$ cat src/rtl/io_stream_array_buffer_pkg.sv
// -----------------------------------------------------------------------------
// io_stream_array_buffer_pkg
// Shared primitives for the stream/array buffer: the FSM state encoding and
// the state register width. Constants only; no types are introduced here.
// -----------------------------------------------------------------------------
package io_stream_array_buffer_pkg;

  localparam int STATE_W = 3;

  localparam logic [STATE_W-1:0] ST_IDLE  = 3'd0;
  localparam logic [STATE_W-1:0] ST_FILL  = 3'd1;
  localparam logic [STATE_W-1:0] ST_READ  = 3'd2;
  localparam logic [STATE_W-1:0] ST_LATCH = 3'd3;
  localparam logic [STATE_W-1:0] ST_EMIT  = 3'd4;
  localparam logic [STATE_W-1:0] ST_DONE  = 3'd5;

endpackage

$ cat src/rtl/io_stream_array_buffer_if.sv
// -----------------------------------------------------------------------------
// io_stream_array_buffer_if
// Request/response bus between the buffer and its external word array.
//   arr_addr  word address            (buffer -> array)
//   arr_we    1 = write, 0 = read     (buffer -> array)
//   arr_di    write data              (buffer -> array)
//   arr_valid request present         (buffer -> array)
//   arr_ready array accepts request   (array  -> buffer)
//   arr_do    read data, valid the cycle after an accepted read (array -> buffer)
// Modports: master = buffer side, slave = array side.
// -----------------------------------------------------------------------------
interface io_stream_array_buffer_if #(
  parameter int INT_N  = 8,
  parameter int ADDR_N = 8
);

  logic [ADDR_N-1:0] arr_addr;
  logic              arr_we;
  logic [INT_N-1:0]  arr_di;
  logic              arr_valid;
  logic              arr_ready;
  logic [INT_N-1:0]  arr_do;

  modport master (
    output arr_addr,
    output arr_we,
    output arr_di,
    output arr_valid,
    input  arr_ready,
    input  arr_do
  );

  modport slave (
    input  arr_addr,
    input  arr_we,
    input  arr_di,
    input  arr_valid,
    output arr_ready,
    output arr_do
  );

endinterface

$ cat src/rtl/io_stream_array_buffer.sv
// -----------------------------------------------------------------------------
// io_stream_array_buffer
// Buffers a stream of len words into an external array, then replays the
// array contents in order on the output stream.
//
// Ports
//   clk, nrst              clock, asynchronous active-low reset
//   in_valid / in_ready    start handshake; len sampled on acceptance
//   out_valid / out_ready  completion handshake
//   sIn, sIn_valid/ready   input stream (accepted only while filling)
//   sOut, sOut_valid/ready output stream (one word per READ/LATCH/EMIT pass)
//   arr                    array bus (master side)
//   sum                    running checksum of filled words (optional)
//
// Build option: define IO_STREAM_CHECKSUM_EN to add the sum output and its
// accumulator (mod 2^INT_N, cleared on start, updated on every fill beat).
// -----------------------------------------------------------------------------
module io_stream_array_buffer
  import io_stream_array_buffer_pkg::*;
#(
  parameter int INT_N  = 8,
  parameter int ADDR_N = 8
) (
  input  logic                      clk,
  input  logic                      nrst,
  input  logic                      in_valid,
  output logic                      in_ready,
  output logic                      out_valid,
  input  logic                      out_ready,
  input  logic [ADDR_N-1:0]         len,
  input  logic [INT_N-1:0]          sIn,
  input  logic                      sIn_valid,
  output logic                      sIn_ready,
  output logic [INT_N-1:0]          sOut,
  output logic                      sOut_valid,
  input  logic                      sOut_ready,
`ifdef IO_STREAM_CHECKSUM_EN
  output logic [INT_N-1:0]          sum,
`endif
  io_stream_array_buffer_if.master  arr
);

  logic [STATE_W-1:0] state;
  logic [ADDR_N-1:0]  index;
  logic [ADDR_N-1:0]  len_q;
  logic [INT_N-1:0]   out_q;

  logic st_idle, st_fill, st_read, st_latch, st_emit, st_done;
  logic fill_beat;
  logic at_last;

  assign st_idle  = (state == ST_IDLE);
  assign st_fill  = (state == ST_FILL);
  assign st_read  = (state == ST_READ);
  assign st_latch = (state == ST_LATCH);
  assign st_emit  = (state == ST_EMIT);
  assign st_done  = (state == ST_DONE);

  // A fill beat needs both the producer and the array in the same cycle; the
  // array write is issued in that very cycle, so nothing is buffered locally.
  assign fill_beat = st_fill && sIn_valid && arr.arr_ready;

  // len_q is never 0 outside IDLE/DONE, so len_q-1 cannot underflow where used.
  assign at_last = (index == (len_q - ADDR_N'(1)));

  always_ff @(posedge clk or negedge nrst) begin
    if (!nrst) begin
      state <= ST_IDLE;
      index <= '0;
      len_q <= '0;
      out_q <= '0;
    end else begin
      case (state)
        ST_IDLE: begin
          if (in_valid) begin
            len_q <= len;
            index <= '0;
            state <= (len != '0) ? ST_FILL : ST_DONE;
          end
        end
        ST_FILL: begin
          if (fill_beat) begin
            if (at_last) begin
              index <= '0;
              state <= ST_READ;
            end else begin
              index <= index + ADDR_N'(1);
            end
          end
        end
        ST_READ: begin
          if (arr.arr_ready) state <= ST_LATCH;
        end
        ST_LATCH: begin
          // Read data arrives the cycle after the accepted read request.
          out_q <= arr.arr_do;
          state <= ST_EMIT;
        end
        ST_EMIT: begin
          if (sOut_ready) begin
            if (at_last) begin
              state <= ST_DONE;
            end else begin
              index <= index + ADDR_N'(1);
              state <= ST_READ;
            end
          end
        end
        ST_DONE: begin
          if (out_ready) state <= ST_IDLE;
        end
        default: state <= ST_IDLE;
      endcase
    end
  end

`ifdef IO_STREAM_CHECKSUM_EN
  logic [INT_N-1:0] sum_q;

  always_ff @(posedge clk or negedge nrst) begin
    if (!nrst) begin
      sum_q <= '0;
    end else if (st_idle && in_valid) begin
      sum_q <= '0;
    end else if (fill_beat) begin
      sum_q <= sum_q + sIn;
    end
  end

  assign sum = sum_q;
`endif

  assign in_ready   = st_idle;
  assign out_valid  = st_done;
  assign sIn_ready  = st_fill && arr.arr_ready;
  assign sOut_valid = st_emit;
  assign sOut       = out_q;

  // Array requests are gated to FILL/READ so the bus idles at zero elsewhere;
  // during FILL a request is raised only when there is a word to write.
  assign arr.arr_valid = (st_fill && sIn_valid) || st_read;
  assign arr.arr_we    = st_fill;
  assign arr.arr_addr  = (st_fill || st_read) ? index : '0;
  assign arr.arr_di    = st_fill ? sIn : '0;

  // LATCH only moves data; no bus or stream activity in that state.
  logic unused_latch;
  assign unused_latch = st_latch;

endmodule

$ cat src/flat_wrapper.sv
// flat-port wrapper written by rule: the top's interface ports become plain ports
module io_stream_array_buffer_flat import io_stream_array_buffer_pkg::*;
#(
  parameter int INT_N  = 8,
  parameter int ADDR_N = 8
)
  (clk, nrst, in_valid, in_ready, out_valid, out_ready, len, sIn, sIn_valid, sIn_ready, sOut, sOut_valid, sOut_ready, arr_arr_addr, arr_arr_we, arr_arr_di, arr_arr_valid, arr_arr_ready, arr_arr_do);
  io_stream_array_buffer_if #(.INT_N(INT_N), .ADDR_N(ADDR_N)) arr_i ();
  input  logic clk;
  input  logic nrst;
  input  logic in_valid;
  output logic in_ready;
  output logic out_valid;
  input  logic out_ready;
  input  logic [ADDR_N-1:0] len;
  input  logic [INT_N-1:0] sIn;
  input  logic sIn_valid;
  output logic sIn_ready;
  output logic [INT_N-1:0] sOut;
  output logic sOut_valid;
  input  logic sOut_ready;
  output wire logic [$bits(arr_i.arr_addr)-1:0] arr_arr_addr;
  output wire logic [$bits(arr_i.arr_we)-1:0] arr_arr_we;
  output wire logic [$bits(arr_i.arr_di)-1:0] arr_arr_di;
  output wire logic [$bits(arr_i.arr_valid)-1:0] arr_arr_valid;
  input wire logic [$bits(arr_i.arr_ready)-1:0] arr_arr_ready;
  input wire logic [$bits(arr_i.arr_do)-1:0] arr_arr_do;
  assign arr_arr_addr = arr_i.arr_addr;
  assign arr_arr_we = arr_i.arr_we;
  assign arr_arr_di = arr_i.arr_di;
  assign arr_arr_valid = arr_i.arr_valid;
  assign arr_i.arr_ready = arr_arr_ready;
  assign arr_i.arr_do = arr_arr_do;
  io_stream_array_buffer #(.INT_N(INT_N), .ADDR_N(ADDR_N)) u_core (.clk(clk), .nrst(nrst), .in_valid(in_valid), .in_ready(in_ready), .out_valid(out_valid), .out_ready(out_ready), .len(len), .sIn(sIn), .sIn_valid(sIn_valid), .sIn_ready(sIn_ready), .sOut(sOut), .sOut_valid(sOut_valid), .sOut_ready(sOut_ready), .arr(arr_i));
endmodule
$ cat config.mk
export PLATFORM = sky130hd
export DESIGN_NAME = io_stream_array_buffer_flat
export DESIGN_NICKNAME = d
export VERILOG_FILES = /design/src/rtl/io_stream_array_buffer_pkg.sv /design/src/rtl/io_stream_array_buffer_if.sv /design/src/rtl/io_stream_array_buffer.sv /design/src/flat_wrapper.sv
export SDC_FILE = /design/constraint.sdc
export NUM_CORES = 1
export LEC_CHECK = 0
export ABC_CLOCK_PERIOD_IN_PS = 6000
export CORE_MARGIN = 2
export CORE_UTILIZATION = 49
export DETAILED_ROUTE_END_ITERATION = 16
export GPL_TIMING_DRIVEN = 0
export MAX_ROUTING_LAYER = met4
export PLACE_DENSITY = 0.95
export SKIP_LAST_GASP = 1
export SLEW_MARGIN = 40
export SYNTH_ARGS = -nofsm -noshare
export SYNTH_HDL_FRONTEND = slang
export SYNTH_SLANG_ARGS = --single-unit
$ cat constraint.sdc
create_clock -name clk -period 6 [get_ports clk]
set_clock_uncertainty 0.1 [all_clocks]
set_input_delay 1.2 -clock clk [delete_from_list [all_inputs] [get_ports clk]]
set_output_delay 1.2 -clock clk [all_outputs]
set_load 0.01 [all_outputs]
==> results by group, run 1 <==
Yosys
  – Syn nets: between 200 and 250
  – Largest cells by area after synthesis: dfrtp_1, mux2_2, and2_1, xnor2_1, a21oi_1
  – Syn Inst Count: 182
  – Mapped Avg Cell Area: 9.78 um^2
  – Ys flop type: dfrtp_1
  – Asr flop ratio synth: between 90% and 100%
  – Post-synth EDFFs: 0
  – Register bit count reported by yosys: 27
  – Count of yosys warnings during synthesis: 0
  – Netlist cell types: 49
  – Share of the synthesized area in the top cell type: 38.0%
  – Post-Syn Area: around 1800 um^2
  – Post-synthesis sequential area ratio: around 38%
  – Cell taking the most area after synthesis: dfrtp_1

Clock network
  – CTS buffer count: 3
  – CTS tree: built
  – Root Buffer: clkbuf_4
  – Worst skew pair latency: 0.34 ns
  – Clock transition at path regs: 0.15 ns
  – Clk sink count: 27
  – H-tree depth: 1
  – Post-CTS setup buffers: 0
  – Post-CTS sizing: 0
  – CTS max path bufs: 2
  – Post-cts hold buffer count: 0

Worst setup path
  – Worst-path maximum fanout: 10
  – Critical path data arrival time: approximately 2.8 ns
  – Worst Setup SP: u_core.state[1]
  – Worst setup SP type: flip-flop
  – Critical path class: flip-flop to primary output
  – Crit end category: primary output
  – Reg2reg start: u_core.len_q[2]
  – CP required: 4.70 ns

Route
  – Pre-antenna DRT Iters: 4
  – Drc violations: 0
  – Total number of vias: 1640
  – Final WL: 4.33 mm
  – Final ANT Viol Nets: 0
  – Wire per inst: approximately 15 um
  – Vias per cell: approximately 5.6
  – Initial drt markers: 80

Layout
  – Fillers: 258
  – Fraction of layout cells with a size suffix above 1: 13.8%
  – Final core utilization: approximately 70%
  – Area delta synth->final: 38.5%
  – Diodes inserted: 0
  – Finished Cell Area: 2460 um^2
  – Nets: 280

GRT
  – First-pass GRT wire length: about 7.5 mm
  – Largest net degree at the start of global routing: 28
  – Vias in the first global route: about 1700
  – GRT Total Usage: a little under a quarter
  – GRT Residual Overflow: 0
  – Initial antenna violation count: 0

Floorplanning
  – Die X: 64.3 um
  – Die height: around 64 um
  – Boundary pin count: 61
  – Initial Util: a little over half
  – Row count: 21
  – Area of the core: about 3400 um^2
  – Die area: around 4100 um^2

STA
  – Fin. Hold Viols: 0
  – Min Hold Slack: about 0.42 ns
  – Tightest Pin Transition: 0.692 ns
  – Setup TNS: 0 ns
  – RSZ-0062 raised after global routing: no
  – Final min period: about 4.0 ns
  – Fmax: about 250 MHz
  – Fin. max-slew vios: 0
  – Period utilization: 67.5%
  – Setup violators final: 0
  – Slew HR: between 50% and 60%

Worst hold path
  – Hold Crit Start: u_core.sOut[5]
  – Min-Delay Path Class: flip-flop to flip-flop

Pwr
  – Pwr/cell area: 382 nW/um^2
  – Worst vdd ir: 0.258 mV
  – Leakage: 0.979 nW

Placement
  – DP Wirelength: 3.34 mm
  – PortBufs: 60
  – GP Congestion: 0.834
  – Placed Area: about 2400 um^2

Flow run
  – Max_cap viols: 0

Status
  – Outcome: complete, no violations
==> layout make-up <==
class	count	area, um^2	area share (%)
Buffer	10	41.3	1.68
Sequential cell	27	676	27.4
Multi-Input combinational cell	141	1050	42.7
Inverter	4	15.0	0.609
Tap cell	46	57.6	2.34
Clock buffer	4	26.3	1.07
Timing Repair Buffer	60	596	24.2
==> per-layer routing <==
layer / up-vias / wire, um / share of wire [%] / track usage, %
li1: 784 / - / - / -
met1: 787 / 1820 / 42 / 29.5
met2: 61 / 2220 / 51 / 40.4
met3: 8 / 234 / 5.4 / 3.70
met4: 0 / 63 / 1.5 / 4.26
met5: - / 0 / 0 / -
==> state kept, by name (all words and copies together), names as in the netlist <==
register / flops
u_core.len_q: 8
u_core.sOut: 8
u_core.index: 8
u_core.state: 3
==> cells in the mapped netlist, types with 3 or more instances <==
library cell / count
o21ai_0: 3
and2_1: 18
mux2_2: 15
nor2_1: 8
nor3b_1: 3
a21oi_1: 8
nor3_1: 8
buf_2: 3
or4_1: 3
inv_1: 4
o21ai_1: 3
nor2b_1: 3
xnor2_1: 9
nand2b_1: 4
nand2_1: 6
or3_1: 3
o31ai_1: 4
clkbuf_1: 7
dfrtp_1: 27
nand3_1: 4
==> critical path, cell delays in order, from the launching register on <==
cell and delay (ns):
dfrtp_1 0.36, clkbuf_1 0.24, clkbuf_1 0.43, nand2b_1 0.19, a21oi_1 0.45, and2_1 0.21, clkdlybuf4s50_1 0.53
==> metrics by stage <==
| step | total power, W | setup slack, ns | std cells |
|---|---|---|---|
| 2_1_floorplan | 0.000640 | 3.01 | 182 |
| 3_3_place_gp | 0.000831 | 2.20 | 288 |
| 3_5_place_dp | 0.000854 | 2.21 | 288 |
| 4_1_cts | 0.000940 | 1.87 | 292 |
| 5_1_grt | 0.00101 | 1.71 | 292 |
| 6_report | 0.000942 | 1.95 | 292 |
==> kinds of logic (layout without fill, tap and decap cells) <==
family	after synthesis	in the layout	share of synthesized area, %
simple gates	74	74	24.8
buf+inv	14	78	3.16
fa+ha+maj	2	2	1.41
flops	27	27	38.0
xor+xnor	12	12	6.33
mux	17	17	10.6
compound gates	36	36	15.7
==> worst paths after layout <==
path	end	slack [ns]	cells past startpoint
setup / recovery	arr_arr_addr[5]	1.95	6
hold / removal	u_core.sOut[5]	0.42	1
setup reg to reg	u_core.index[0]	3.16	6
hold reg to reg	u_core.sOut[5]	0.42	1
max in group asynchronous	u_core.index[2]	4.67	1
min in group asynchronous	u_core.len_q[4]	0.74	1
==> layout by cell type (no fill, tap or decap), types with 4 or more instances in the layout <==
cell type	n
buf_2	4
nor2_1	8
nand3_1	4
a21oi_1	8
nor3_1	8
inv_1	4
clkbuf_1	8
and2_1	18
mux2_2	15
nand2_1	6
nand2b_1	4
dfrtp_1	27
o31ai_1	4
clkdlybuf4s50_1	59
xnor2_1	9
==> power by group <==
| group | internal (W) | total, W | switching, W |
|---|---|---|---|
| registers | 0.000252 | 0.000316 | 0.0000635 |
| clock network | 0.0000262 | 0.0000843 | 0.0000582 |
| logic | 0.000295 | 0.000542 | 0.000247 |
Power figures use the tool's default switching activity.
==> inputs of run 2 (changes only) <==
--- a/config.mk
+++ b/config.mk
@@ -5,13 +5,13 @@
 export SDC_FILE = /design/constraint.sdc
 export NUM_CORES = 1
 export LEC_CHECK = 0
-export ABC_CLOCK_PERIOD_IN_PS = 6000
+export ABC_CLOCK_PERIOD_IN_PS = 3200
 export CORE_MARGIN = 2
-export CORE_UTILIZATION = 49
+export CORE_UTILIZATION = 41
 export DETAILED_ROUTE_END_ITERATION = 16
 export GPL_TIMING_DRIVEN = 0
 export MAX_ROUTING_LAYER = met4
-export PLACE_DENSITY = 0.95
+export PLACE_DENSITY = 0.85
 export SKIP_LAST_GASP = 1
 export SLEW_MARGIN = 40
 export SYNTH_ARGS = -nofsm -noshare
==> constraint.sdc (replaced) <==
create_clock -name clk -period 3.2 [get_ports clk]
set_clock_uncertainty 0.1 [all_clocks]
set_input_delay 0.64 -clock clk [delete_from_list [all_inputs] [get_ports clk]]
set_output_delay 0.64 -clock clk [all_outputs]
set_load 0.01 [all_outputs]
==> run 2 against run 1 <==
  * Non-clock buffer count shrank 1
  * Sequential power grew 88%
  * Critical path depth shrank 1
  * Global-route usage shrank 5.3 points
  * Clock power grew 140%
  * Combinational power grew 85%
  * Hold slack lost 0.16 ns
  * Count of clock-buffer cells in the layout shrank 1
  * Sequential share of layout area shrank 0.51 points
  * Cell count grew 1.0%
  * Highest routed layer unchanged
==> results by group, run 2 (synthesis gave the netlist of run 1 again) <==
Pwr
  – Clock share of power: a little under an eighth
  – Switching share of power: roughly 38%
  – Pwr Total: 0.00180 W
  – Internal power: ~0.0011 W
  – Pwr/cell area: roughly 720 nW/um^2
  – Leakage: roughly 1.0 nW
  – Worst vdd ir: 0.422 mV
  – Sequential share of power: 33.0%
  – Combinational Power Share: roughly 56%
  – Switching power: roughly 0.0007 W

Route
  – Final ANT Viol Nets: 0
  – Pre-antenna DRT Iters: 5
  – Total number of vias: approximately 1600
  – Initial drt markers: ~110
  – Final WL: 4.16 mm
  – Met2 wire len: between 2 and 2.5 mm
  – Met1 Wirelength: ~1.9 mm
  – Vias per cell: ~5.4
  – Routed met3 length: between 200 and 250 um
  – Wire per inst: roughly 14 um
  – Drc violations: 0
  – Max Used Layer: met4

STA
  – Final WS setup: ~0.16 ns
  – Fmax: approximately 330 MHz
  – Fin. max-slew vios: 0
  – Slew HR: 47.8%
  – Setup violators final: 0
  – RSZ-0062 raised after global routing: no
  – Tightest Pin Transition: 0.763 ns
  – Final min period: between 3 and 4 ns
  – Setup TNS: 0 ns
  – Fin. Hold Viols: 0
  – Period utilization: 94.9%

Worst setup path
  – RR Endpoint: u_core.index[0]
  – Critical path class: flip-flop to primary output
  – R2R setup slack: about 0.31 ns
  – Reg2reg start: u_core.len_q[2]
  – Critical path data arrival time: 2.30 ns
  – Worst setup SP type: flip-flop
  – Reg2reg path depth: 6
  – CP required: 2.46 ns
  – Worst-path maximum fanout: 10
  – Crit end category: primary output

Floorplanning
  – Row count: 23
  – Area of the core: just over 4000 um^2
  – Die area: 4880 um^2
  – Boundary pin count: 61
  – Die X: around 70 um
  – Die height: 69.9 um
  – Initial Util: approximately 44%

Clock network
  – Root Buffer: clkbuf_8
  – CTS max path bufs: 2
  – Clk sink count: 27
  – Post-CTS setup buffers: 0
  – CTS tree: built
  – H-tree depth: 1
  – CTS buffer count: 3
  – Worst skew pair latency: approximately 0.28 ns
  – Clock transition at path regs: ~0.10 ns

Placement
  – PortBufs: 60
  – GP Congestion: 0.874
  – DP Wirelength: around 3.2 mm
  – Dpl ws: 0.0830 ns

Status
  – Outcome: complete, no violations

Layout
  – Commonest non-fill, non-tap cells in the layout: clkdlybuf4s50_1, dfrtp_1, and2_1, mux2_2, xnor2_1
  – Diodes inserted: 0
  – Fraction of layout cells with a size suffix above 1: 15.1%
  – Fillers: 350
  – Commonest non-fill, non-tap cell in the layout: clkdlybuf4s50_1
  – Nets: around 280
  – Area delta synth->final: 41.1%
  – Final core utilization: about three fifths

Worst hold path
  – Min-Delay Path Class: input pin to asynchronous set/reset pin

GRT
  – GRT Total Usage: 18.1%
  – GRT Residual Overflow: 0
  – First-pass GRT wire length: 7.14 mm
  – Largest net degree at the start of global routing: 28
  – Initial antenna violation count: 0
  – Vias in the first global route: between 1500 and 2000

Flow run
  – Max_cap viols: 0
-- run 2: final cells by class --
type / count / area (um^2) / area share (%)
multi-input combinational: 141 / 1070 / 42.6
sequential: 27 / 676 / 26.9
timing repair buffer: 60 / 596 / 23.7
tap: 50 / 62.6 / 2.49
clock buffer: 3 / 41.3 / 1.65
buffer: 9 / 41.3 / 1.65
inverter: 4 / 15.0 / 0.598
clock inverter: 1 / 8.76 / 0.349
-- run 2: through the flow --
stage	hold slack (ns)	std cells	instance area [um^2]
3_3_place_gp	0.386	292	2440
4_1_cts	0.276	296	2500
2_1_floorplan	0.244	182	1780
5_1_grt	0.308	295	2510
6_report	0.259	295	2510
3_5_place_dp	0.399	292	2440
-- run 2: how the worst max path moves through the flow --
stage          depth (start not counted)  slack, ns            start              end
2_1_floorplan                          6       0.73  u_core.len_q[2]  u_core.index[0]
3_3_place_gp                           6       0.11  u_core.state[1]  arr_arr_addr[0]
3_5_place_dp                           6       0.08  u_core.state[1]  arr_arr_addr[7]
4_1_cts                                5       0.06  u_core.state[0]    arr_arr_di[0]
5_1_grt                                6      0.003  u_core.state[0]  arr_arr_addr[6]
6_report                               5       0.16  u_core.state[0]    arr_arr_di[4]
-- run 2: power by group through the flow --
stage	clock, W	combinational [W]	sequential, W
after floorplan	0	0.000605	0.000595
after global placement	0	0.000976	0.000588
after detailed placement	0	0.000995	0.000600
after CTS	0.000213	0.00100	0.000593
after global routing	0.000230	0.00110	0.000616
final	0.000206	0.00100	0.000595
-- run 2: timing repair --
action,4_1_cts,5_1_grt
endpoints found under the setup margin,18,17
hold buffers,0,0
pin swaps,0,0
resized for setup,3,4
-- run 2: critical path: stages, from the launching register on --
cell             delay [ns]
dfrtp_1                0.33
buf_2                  0.16
clkbuf_1               0.39
nor3b_4                0.42
and2_1                 0.18
clkdlybuf4s50_1        0.53
-- run 2: per-layer routing --
layer,GRT usage [%],vias up
met5,-,-
met4,3.63,0
met3,3.61,4
met2,29.6,49
met1,23.6,771
li1,-,782
